<file path="config.mk">
export PLATFORM = sky130hd
export DESIGN_NAME = batch_reverse_buffer
export DESIGN_NICKNAME = d
export VERILOG_FILES = /design/src/rtl/batch_reverse_buffer.sv
export SDC_FILE = /design/constraint.sdc
export NUM_CORES = 1
export LEC_CHECK = 0
export BUFFER_PORTS_ARGS = -buffer_cell sky130_fd_sc_hd__buf_2
export CAP_MARGIN = 20
export CORE_MARGIN = 4
export CORE_UTILIZATION = 56
export CTS_CLUSTER_SIZE = 20
export DETAILED_ROUTE_END_ITERATION = 16
export PLACE_DENSITY = 0.76
export SETUP_SLACK_MARGIN = 0.4
export SYNTH_ARGS = -nofsm -noshare
export SYNTH_HDL_FRONTEND = slang
export SYNTH_SLANG_ARGS = --single-unit
</file>
<file path="constraint.sdc">
create_clock -name clk -period 2.25 [get_ports clk]
set_clock_uncertainty 0.15 [all_clocks]
set_input_delay 0.3375 -clock clk [delete_from_list [all_inputs] [get_ports clk]]
set_output_delay 0.3375 -clock clk [all_outputs]
set_load 0.03 [all_outputs]
</file>
<file path="src/rtl/batch_reverse_buffer.sv">
// batch_reverse_buffer: writer side of the batch lookahead path.
// Takes one sample word per enable strobe in time order. Each batch of DEPTH words
// is stored in one bank of a two-bank ping-pong memory. During the next batch the
// stored words come back out in reverse order.
// Optional feature macro: BATCH_FWD_DELAY_EN adds o_fwd_dout, which gives a
// one-batch delay of the input stream in forward order.
module batch_reverse_buffer #(
    parameter int unsigned DEPTH = 32,
    parameter int unsigned WIDTH = 4
) (
    input  logic                     clk,
    input  logic                     rst,
    input  logic                     i_en,
    input  logic [WIDTH-1:0]         i_din,
    output logic [WIDTH-1:0]         o_dout,
    output logic                     o_out_valid,
    output logic [$clog2(DEPTH)-1:0] o_bat_count,
    output logic [$clog2(DEPTH)-1:0] o_bat_count_rev,
    output logic                     o_cycle_pulse,
`ifdef BATCH_FWD_DELAY_EN
    output logic [WIDTH-1:0]         o_fwd_dout,
`endif
    output logic                     o_bank
);

    localparam int unsigned CW   = $clog2(DEPTH);
    localparam logic [CW-1:0] LAST = CW'(DEPTH - 1);

    logic [WIDTH-1:0] r_mem [2][DEPTH];

    logic [CW-1:0]    r_bat_count;
    logic             r_bank;
    logic [WIDTH-1:0] r_dout;
    logic             r_out_valid;
    logic             r_cycle_pulse;

    logic             w_wrap;
    logic             w_rd_bank;
    logic [CW-1:0]    w_rev_idx;

    // The counter is compared against DEPTH-1 directly, so it never leaves 0..DEPTH-1
    // even when DEPTH is not a power of two.
    assign w_wrap    = (r_bat_count == LAST);
    assign w_rd_bank = ~r_bank;
    assign w_rev_idx = LAST - r_bat_count;

    // Sample memory. It has no reset, so stale contents are masked by out_valid.
    always_ff @(posedge clk) begin
        if (i_en) begin
            r_mem[r_bank][r_bat_count] <= i_din;
        end
    end

    // Reverse-order read from the bank that is not being written.
    always_ff @(posedge clk or negedge rst) begin
        if (!rst) begin
            r_dout <= '0;
        end else if (i_en) begin
            r_dout <= r_mem[w_rd_bank][w_rev_idx];
        end
    end

`ifdef BATCH_FWD_DELAY_EN
    logic [WIDTH-1:0] r_fwd_dout;

    // Forward-order read of the previous batch, giving an exact one-batch delay.
    always_ff @(posedge clk or negedge rst) begin
        if (!rst) begin
            r_fwd_dout <= '0;
        end else if (i_en) begin
            r_fwd_dout <= r_mem[w_rd_bank][r_bat_count];
        end
    end

    assign o_fwd_dout = r_fwd_dout;
`endif

    // Batch index, bank toggle, wrap pulse and the sticky valid flag.
    always_ff @(posedge clk or negedge rst) begin
        if (!rst) begin
            r_bat_count   <= '0;
            r_bank        <= 1'b0;
            r_out_valid   <= 1'b0;
            r_cycle_pulse <= 1'b0;
        end else if (i_en) begin
            if (w_wrap) begin
                r_bat_count   <= '0;
                r_bank        <= ~r_bank;
                r_out_valid   <= 1'b1;
                r_cycle_pulse <= 1'b1;
            end else begin
                r_bat_count   <= r_bat_count + CW'(1);
                r_cycle_pulse <= 1'b0;
            end
        end else begin
            r_cycle_pulse <= 1'b0;
        end
    end

    assign o_dout          = r_dout;
    assign o_out_valid     = r_out_valid;
    assign o_bat_count     = r_bat_count;
    assign o_bat_count_rev = w_rev_idx;
    assign o_cycle_pulse   = r_cycle_pulse;
    assign o_bank          = r_bank;

endmodule

</file>
## Word level (Yosys, flattened, before mapping)

Memories as Yosys holds them, arrays and structs flattened.
Index checks and enable logic that the tools add are counted.
Widths: inputs -> output; s select.

- Bits in registers: 12
- RAM bits: 256
- Input bits: 7
- Output and inout bits: 17
- Logic and storage cells: 27
- Memories: 1

- $add $sub $neg: 2
- Magnitude comparators: 3
- Equality and inequality tests: 1
- Mux-type cells: 10
- Bitwise logic cells: 3
- Reduce and logical (&&, ||, !) cells: 2

Memories:

| name | words | bits a word | rd ports | clocked after memory_dff | wr ports | line | source |
|---|---|---|---|---|---|---|---|
| r_mem | 2 | 128 | 1 | 0 | 1 | 29 | `logic [WIDTH-1:0] r_mem [2][DEPTH];` |

Operators by type and width:

| operator | count |
|---|---|
| $mux 128 | 1 |
| $bmux 4 s5 | 1 |
| $demux 4 s5 | 1 |
| $ge 6x6->1 const B | 2 |
| $mux 4 | 3 |
| $not 5->6 | 2 |
| $lt 6x1->1 const B | 1 |
| $add 5x1->5 const B | 1 |
| $eq 5x5->1 const B | 1 |
| $mux 5 | 1 |
| $sub 5x5->5 const A | 1 |
| $mux 1 | 3 |
| $reduce_and 2->1 | 1 |
| $logic_and 1x1->1 | 1 |
| $not 1->1 | 1 |

## Longest topological paths before layout

Gate-level depths: netlist of the first run.

- Depth after elaboration: 6
- Gate-level depth with buffers: 8

## Worst setup path before layout of the first run

OpenSTA, ideal clock, no wires.

- Path type: reg2reg
- Start point: reg r_bat_count[1], in the netlist o_bat_count[1]
- End point: mem r_mem[1][72] in the netlist's numbering (enable)
- Setup time: 0.330 ns
- Data arrival time: 2.210 ns
- Required time: 1.770 ns
- Setup slack: -0.440 ns
- Stages on the path, launching flop included: 7
- Path buffers: 2
- Clock period less this slack: 2.690 ns
- Path through: dfrtp_1 > buf_2 > inv_2 > buf_1 > ha_1 > nand3_1 > nor2_1

- Longest elaborated chain between the ends: 6

RTL lines:

| item | line | source |
|---|---|---|
| start, declared | 31 | `logic [CW-1:0] r_bat_count;` |
| start signal, assigned | 92 | `r_bat_count <= r_bat_count + CW'(1);` |
| $not 5->6 (not written as such) * | 50 | `r_mem[r_bank][r_bat_count] <= i_din;` |
| $ge 6x6->1 (not written as such) / $lt 6x1->1 (equally long branches) | 50 |  |
| $logic_and 1x1->1 (not written as such) | 50 |  |
| $mux 4 (not written as such) | 50 |  |
| $demux 4 s5 * | 50 |  |
| $mux 128 (not written as such) * | 50 |  |
| end, declared | 29 |  |

Mark *: on every way between the ends. The rest lies on a longest branch, timed or not.

## Worst setup path in the final report of the first run

- Start point: reg r_bank, in the netlist o_bank
- End point: reg r_dout[2], in the netlist o_dout[2]

- Longest elaborated chain between the ends: 5

RTL lines:

| item | line | source |
|---|---|---|
| start, declared | 32 | `logic r_bank;` |
| start signal, assigned | 88 | `r_bank <= ~r_bank;` |
| $not 1->1 | 44 | `assign w_rd_bank = ~r_bank;` |
| $mem_v2 2x128 | n/a |  |
| $bmux 4 s5 | 59 | `r_dout <= r_mem[w_rd_bank][w_rev_idx];` |
| $mux 4 (not written as such) (2 in series) | 59 |  |
| end signal, assigned | 59 |  |
| end, declared | 33 | `logic [WIDTH-1:0] r_dout;` |

Every way passes these cells. The select of a mux whose other input is x is not followed.
A chain may end at the register's enable or synchronous reset.

==> results.cfg, run 1 <==
[outcome]
status = complete, but fails checks
violations = negative setup slack

[pwr]
switching_power_uw = 4630
powerDensity_nw_per_um2 = 1050
seq_power_share_pct = 39.2
irDropWorstVdd_v = 0.000737
p_comb_share_pct = 31.7
clockPowerShare_pct = 29.1
power.share.switching_pct = 31.0
leakagePower_uw = 0.00458
power.internal_uw = 10300

[critical_path]
crit_path_start = o_bank
rr_endpoint = o_dout[2]
reg2reg_from = o_bank
crit_type = flip-flop to flip-flop
cp-end-kind = flip-flop
startpoint_type = flip-flop
crit_path_end = o_dout[2]
reg2reg_setup_slack_ps = -180
worstPathArrival_ps = 2700
critPathMaxFanout = 10
rr_worst_depth = 6
required_ps = 2520

[finish]
register_area_um2 = 8010
layout.nets = 708
multiInputGateArea_um2 = 3440
utilization_pct = 75.5
fillers = 967
drive_above_1_share_pct = 51.2
antennaDiodeCount = 0
area_growth_pct = 32.6

[clocking]
path_clk_slew_ps = 70
tritoncts = built
cts_buffer_depth = 3
clkSinkCount = 268
htree_levels = 1
clkLatencyLatePin_ps = 530
cts_buffers = 26
cts_root_buf = clkbuf_16

[logic_synthesis]
synth_top_cell_area_share_pct = 71.9
ys_top_cells_by_area = edfxtp_1 (72%), mux4_2 (11%), dfrtp_1 (2.8%)
postSynthAreaPerCell_um2 = 19.4
yosysSeqAreaShare_pct = 74.7
synth.largest_area_cell = edfxtp_1
synth-seq-cells = 268
synthCells = 552
yosys_warnings = 0
synth.net_count = 564
synth_edf_count = 256
synthDistinctLibCells = 47
syn-cell-area_um2 = 10700
async_reset_ff_share_pct = 4.48
yosys_most_used_dff = edfxtp_1

[timing]
fmax_ghz = 0.411
slew_headroom_pct = 56.5
tns_ps = -597
rsz0062_at_grt = yes
hold_viol_final = 0
period_needed_ps = 2430
finalWorstSetupSlack_ps = -182
period_share_pct = 108
tightest_slew_ps = 652
report.final.slew_viol_count = 0
setup_viol = 4

[grt]
antenna_found_initial = 0
grt_max_degree = 65
use_met3_pct = 6.92
grt_pass1_vias = 6522
grt_first_pass_wirelength_um = 43200
overflow = 0
grt-busiest-layer = met2
met1_usage_pct = 36.8
grtUsageMet2_pct = 44.7
grtUsageTotal_pct = 27.5

[placement]
io_buffers = 23
dpl.hpwl_um = 16800
gp_congestion = 0.911

[floorplan]
num_io_pins = 24
die_h_um = 146
dieArea_um2 = 21400
initial_utilization_pct = 56.9
core-area_um2 = 18800
die_w_um = 146
rows = 50

[route]
wl_um = 29500
ant_nets = 0
via_per_inst = 6.70
via_count = 6357
first_iter_violations = 775
drt_pre_antenna_iters = 5
drcViolationCount = 0
routedWlPerCell_um = 31.1

[worst_hold_path]
holdCritPathClass = input port to asynchronous set/reset pin

[flow_run]
maxCapViolCount = 0
-- kinds of logic (layout without fill, tap and decap cells) --
logic type,count (synthesis),in the layout,synth area share (%)
and+or+nand+nor,121,121,5.07
buffers and inverters,33,196,1.77
DFF,268,268,74.7
muxes,80,80,14.7
xor gates and xnor gates,1,1,0.0820
AOI/OAI and AO/OA,44,44,3.02
adders and majority gates,5,5,0.585
-- state kept, by name (all words and copies together), names as in the netlist --
| register | count |
|---|---|
| o_bank | 1 |
| o_bat_count | 5 |
| o_cycle_pulse | 1 |
| o_dout | 4 |
| o_out_valid | 1 |
| r_mem | 256 |
-- worst min path at each step --
stage,slack (ps),to,cells past startpoint
final,120,o_cycle_pulse,2
after global routing,140,o_cycle_pulse,2
after CTS,100,o_cycle_pulse,2
after detailed placement,110,o_cycle_pulse,1
after global placement,100,o_cycle_pulse,1
after floorplan,-110,o_bank,0
-- cell type report --
cell class | count | area share [%]
multi-input cells | 251 | 24.3
repair inverters | 1 | 0.0618
well taps | 234 | 2.07
flip-flops and latches | 268 | 56.5
inverters | 5 | 0.450
repair buffers | 143 | 10.7
clock buffers | 36 | 5.22
clock inverters | 11 | 0.733
-- Yosys cell counts, drive strengths merged, types with 2 or more instances --
library cell	instances
buf	21
mux4	60
o22ai	3
nor4	2
o21ai	6
mux2i	19
nand3	12
nor3b	2
nor2	67
nand3b	2
o211ai	3
and3	3
inv	4
nand2	15
and3b	2
a21oi	5
ha	5
clkbuf	7
o2111ai	2
a221oi	5
o32a	3
nand2b	4
edfxtp	256
nor2b	2
dfrtp	12
a22oi	11
nor3	6
-- placed cells by master, fill, tap and decap left out, types with 3 or more instances in the layout --
cell type and n:
a21oi_1 5, a221oi_2 5, a22oi_1 8, a22oi_2 3, buf_12 22, buf_2 14, buf_4 65, buf_6 31
buf_8 9, clkbuf_1 6, clkbuf_16 27, clkbuf_8 3, clkinv_1 3, clkinv_2 5, clkinvlp_4 3, dfrtp_1 6
dfrtp_4 4, edfxtp_1 256, ha_4 5, mux2i_1 13, mux2i_2 5, mux4_2 58, nand2_1 11, nand2_8 4
nand3_4 10, nor2_1 7, nor2_4 59, nor3_4 5, o21ai_1 4, o32a_1 3
-- critical path: stages, from the launching register on --
cell and delay (ps):
dfrtp_4 460, buf_4 160, buf_12 150, mux4_2 550, a221oi_2 370, o21ai_2 120, o32a_1 360
-- power groups by stage --
stage / logic [uW] / registers [uW] / clock network [uW]
6_report: 4720 / 5840 / 4340
5_1_grt: 4900 / 5840 / 4600
2_1_floorplan: 2280 / 6000 / 0
3_3_place_gp: 3120 / 6040 / 0
4_1_cts: 4290 / 5830 / 4330
3_5_place_dp: 3150 / 6040 / 0
-- through the flow --
stage	area, um2	instances	hold WS, ps	setup slack [ps]	power (uW)
final	14200	949	124	-182	14900
after global routing	14200	949	141	-228	15300
after CTS	13900	938	96.4	-42.5	14400
after detailed placement	12100	828	113	-142	9200
after global placement	12100	828	105	-104	9150
after floorplan	11500	552	-108	99.5	8270
-- routing by layer --
| metal | part of all wire [%] | up-vias |
|---|---|---|
| met5 | 0 | - |
| li1 | - | 2551 |
| met1 | 36 | 3254 |
| met2 | 50 | 446 |
| met4 | 4.8 | 0 |
| met3 | 9.8 | 106 |
-- what timing repair did --
item / in CTS / in global routing
resized for setup: 93 / 36
endpoints found under the setup margin: 279 / 277
cloned: 1 / 0
pin swaps: 35 / 21
hold buffers: 1 / 0
hold endpoints to repair: 12 / 0
setup buffers: 61 / 11
No activity file was read; power rests on OpenSTA's default activity.
==> run 2, diff against run 1 <==
Settings changed: CELL_PAD_IN_SITES_DETAIL_PLACEMENT set to 0, CELL_PAD_IN_SITES_GLOBAL_PLACEMENT set to 1, CORE_UTILIZATION 56 to 49, PLACE_DENSITY 0.76 to 0.77.
==> results.cfg, run 2 (same netlist as run 1, synthesis figures left out) <==
[placement]
dp_cells = 874
dpl.hpwl_um = 16600
post-place-ws_ps = -187
io_buffers = 23
gp_congestion = 0.866
place_area_um2 = 12100

[critical_path]
cp-end-kind = flip-flop
crit_cells = 7
crit_family = compound AO/OA/AOI/OAI gates
slowest_stage = mux4_2
crit_chain = buf_8, buf_6, buf_16, mux4_2, a22oi_1, a22oi_1, o32a_1
required_ps = 2520
critPathMaxStageDelay_ps = 530
rr_worst_depth = 7
startpoint_type = flip-flop
crit_buf_inv = 3
path_common_cell = a22oi_1
critPathMaxFanout = 6
crit_type = flip-flop to flip-flop
worstPathArrival_ps = 2610

[pwr]
irDropWorstVdd_v = 0.000490
p_comb_share_pct = 32.3
clockPowerShare_pct = 29.6
power.internal_uw = 10600
seq_power_share_pct = 38.1
leakagePower_uw = 0.00470
power.share.switching_pct = 30.3
fin_total_pwr_uw = 15300
powerDensity_nw_per_um2 = 1050
switching_power_uw = 4630

[clocking]
cts_buffer_depth = 3
clkSinkCount = 268
cts_buffers = 28
htree_levels = 1
cts_root_buf = clkbuf_16
tritoncts = built
clkLatencyLatePin_ps = 540
path_clk_slew_ps = 70

[timing]
setup_viol = 22
finalWorstSetupSlack_ps = -97.5
period_share_pct = 104
tightest_slew_ps = 692
fmax_ghz = 0.426
slew_headroom_pct = 53.9
rsz0062_at_grt = yes
report.final.slew_viol_count = 0
hold_viol_final = 0
period_needed_ps = 2350

[grt]
grt_max_degree = 65
grtUsageTotal_pct = 23.2
antenna_found_initial = 0
overflow = 0
grt_pass1_vias = 6353
grt_first_pass_wirelength_um = 41400

[finish]
register_area_um2 = 8000
final_common_cell = edfxtp_1
drive_above_1_share_pct = 51.7
antennaDiodeCount = 0
layout.nets = 716
final_cell_mix = edfxtp_1 (256), nor2_4 (60), buf_4 (59)
stdcell_count = 1001
largest_reg_flops = 256
multiInputGateArea_um2 = 3410
utilization_pct = 68.2
largest-register = r_mem
area_growth_pct = 35.4
fillers = 1288
final_cell_area_um2 = 14500

[floorplan]
initial_utilization_pct = 50.4
core-area_um2 = 21200
die_h_um = 156
num_io_pins = 24
die_w_um = 156
dieArea_um2 = 24200
rows = 53

[route]
drcViolationCount = 0
ant_nets = 0
via_per_inst = 6.20
wl_um = 28000
drt_pre_antenna_iters = 5
routedWlPerCell_um = 28.0
via_count = 6211
first_iter_violations = 602

[flow_run]
maxCapViolCount = 0

[worst_hold_path]
holdCritPathClass = input port to asynchronous set/reset pin

[outcome]
violations = negative setup slack
status = complete, but fails checks
run 2: cell types whose count changed in the layout (fill, tap and decap cells not counted), moves of 4 or more:
cell	before	now
buf_4	65	59
buf_6	31	37
buf_8	9	14
clkbuf_16	27	31
clkinv_1	3	7
run 2: layout make-up:
class                           count  share of cell area, %
Clock inverter                     16                   1.05
Timing Repair Buffer              150                   12.0
Tap cell                          275                   2.38
Clock buffer                       36                   5.20
Inverter                            5                  0.536
Sequential cell                   268                   55.3
Multi-Input combinational cell    251                   23.6
run 2: power groups by stage:
| stage | clock network, uW | registers (uW) | logic, uW |
|---|---|---|---|
| 2_1_floorplan | 0 | 6000 | 2280 |
| 3_3_place_gp | 0 | 6010 | 3210 |
| 3_5_place_dp | 0 | 6020 | 3250 |
| 4_1_cts | 4580 | 5790 | 4340 |
| 5_1_grt | 4860 | 5820 | 5120 |
| 6_report | 4520 | 5810 | 4930 |
run 2: final timing paths:
kind,start,end,slack (ps)
max,o_bank,o_dout[0],-100
min,rst,o_bank,90
max reg2reg,o_bank,o_dout[0],-100
min reg2reg,o_out_valid,o_out_valid,350
max in group asynchronous,rst,o_bat_count[0],1550
min in group clk,i_din[3],r_mem[1][75],170
run 2: per-stage QoR:
step	hold slack, ps	setup TNS (ps)
floorplan	-108	0
global placement	100	-599
detailed placement	111	-1000
CTS	87.8	-306
global route	106	-2860
finish	91.0	-472
run 2: routing by layer:
metal  wire [um]  track usage (%)
met5           0                0
met4        1040             7.46
met2       13600             36.7
met3        2010             3.94
met1       11400             33.7
run 2: timing repair:
action	CTS	global route
setup buffers	50	17
pin swaps	24	16
hold endpoints to repair	12	0
gates cloned	5	2
resized for setup	109	47
hold buffers	1	0
endpoints found under the setup margin	277	279
==> run 3, diff against run 2 <==
Settings changed: CORE_UTILIZATION 49 to 35, PLACE_DENSITY 0.77 to 0.59.
==> results.cfg, run 3 (same netlist as run 1, synthesis figures left out) <==
[clocking]
clkLatencyLatePin_ps = 550
cts_root_buf = clkbuf_16
htree_levels = 1
cts_buffers = 28
tritoncts = built
cts_buffer_depth = 3
path_clk_slew_ps = 60
clkSinkCount = 268

[critical_path]
crit_chain = buf_12, buf_16, buf_4, mux4_2, mux2i_2, o22ai_2, o32a_1
reg2reg_from = o_bank
critPathMaxStageDelay_ps = 520
reg2reg_setup_slack_ps = -120
rr_worst_depth = 7
crit_family = multiplexers
crit_buf_inv = 3
crit_type = flip-flop to flip-flop
slowest_stage = dfrtp_4
rr_endpoint = o_dout[2]
worstPathArrival_ps = 2650
critPathMaxFanout = 7
required_ps = 2530
cp-end-kind = flip-flop
startpoint_type = flip-flop

[route]
routedWlPerCell_um = 25.5
via_count = 6043
drt_pre_antenna_iters = 4
drcViolationCount = 0
first_iter_violations = 408
via_per_inst = 5.28
ant_nets = 0
wl_um = 29200

[placement]
dpl.hpwl_um = 18300
gp_congestion = 0.824
io_buffers = 23
post-place-ws_ps = -280
place_area_um2 = 12500

[outcome]
violations = negative setup slack
status = complete, but fails checks

[finish]
final_common_cell = edfxtp_1
antennaDiodeCount = 0
largest-register = r_mem
area_growth_pct = 40.8
fillers = 2389
layout.nets = 745
largest_reg_flops = 256
utilization_pct = 50.4
final_cell_mix = edfxtp_1 (256), buf_4 (80), nor2_4 (59), mux4_2 (59), buf_6 (40)
final_cell_area_um2 = 15100
drive_above_1_share_pct = 54.8

[timing]
finalWorstSetupSlack_ps = -124
hold_viol_final = 0
fmax_ghz = 0.421
period_needed_ps = 2370
setup_viol = 16
report.final.slew_viol_count = 0
period_share_pct = 106
slew_headroom_pct = 64.5
rsz0062_at_grt = yes
tightest_slew_ps = 533

[floorplan]
core-area_um2 = 29900
num_io_pins = 24
rows = 63
dieArea_um2 = 33400
initial_utilization_pct = 35.8
die_w_um = 183
die_h_um = 183

[grt]
grt_max_degree = 65
antenna_found_initial = 0
grt_pass1_vias = 6424
grt_first_pass_wirelength_um = 43200
overflow = 0
grtUsageTotal_pct = 17.5

[worst_hold_path]
holdCritPathClass = input port to asynchronous set/reset pin

[flow_run]
maxCapViolCount = 0

[pwr]
leakagePower_uw = 0.00491
powerDensity_nw_per_um2 = 1060
irDropWorstVdd_v = 0.000543
==> run 3: cell types whose count changed in the layout (fill, tap and decap cells not counted), moves of 3 or more <==
cell	previous run	this run
buf_4	59	80
buf_12	20	27
buf_8	14	10
buf_6	37	40
clkbuf_8	0	3
==> run 3: cell type report <==
cell class                      instances  area (um2)  area share, %
Tap cell                              390         488           3.24
Timing Repair Buffer                  177        2010           13.4
Clock buffer                           37         786           5.22
Timing Repair inverter                  1        8.76         0.0582
Inverter                                5        77.6          0.515
Multi-Input combinational cell        252        3480           23.1
Sequential cell                       268        8010           53.2
Clock inverter                         15         196           1.30
==> run 3: how the worst max path moves through the flow <==
stage	start	to	cells past startpoint
detailed placement	o_bank	o_dout[2]	5
finish	o_bank	o_dout[2]	7
global placement	o_bank	o_dout[1]	6
CTS	o_bank	o_dout[3]	6
global route	o_bank	o_dout[1]	8
floorplan	o_bank	o_dout[2]	6
==> run 3: stage by stage <==
stage | cells | total power (uW) | setup TNS (ps) | hold slack [ps]
floorplan | 552 | 8270 | 0 | -108
global placement | 998 | 9440 | -836 | 94.4
detailed placement | 998 | 9460 | -845 | 106
CTS | 1114 | 15600 | -399 | 67.2
global route | 1145 | 16500 | -1950 | 76.4
finish | 1145 | 16000 | -685 | 86.0
==> run 3: layer usage <==
layer,vias up,track usage (%),routed length [um]
met4,0,3.87,520
met5,-,0,0
met3,29,2.64,1290
met1,3223,24.8,13000
met2,142,28.9,14400
li1,2649,-,-
==> run 3: power by group <==
group | switching (uW) | internal (uW)
Sequential | 165 | 5680
Combinational | 2750 | 2520
Clock | 1870 | 3010
==> run 3: what timing repair did <==
item | in CTS | in global routing
buffers inserted | 57 | 30
pin swaps | 28 | 32
endpoints found under the hold margin | 12 | 0
setup endpoints to repair | 279 | 278
resized for setup | 111 | 41
hold buffers | 1 | 0
cloned | 6 | 1
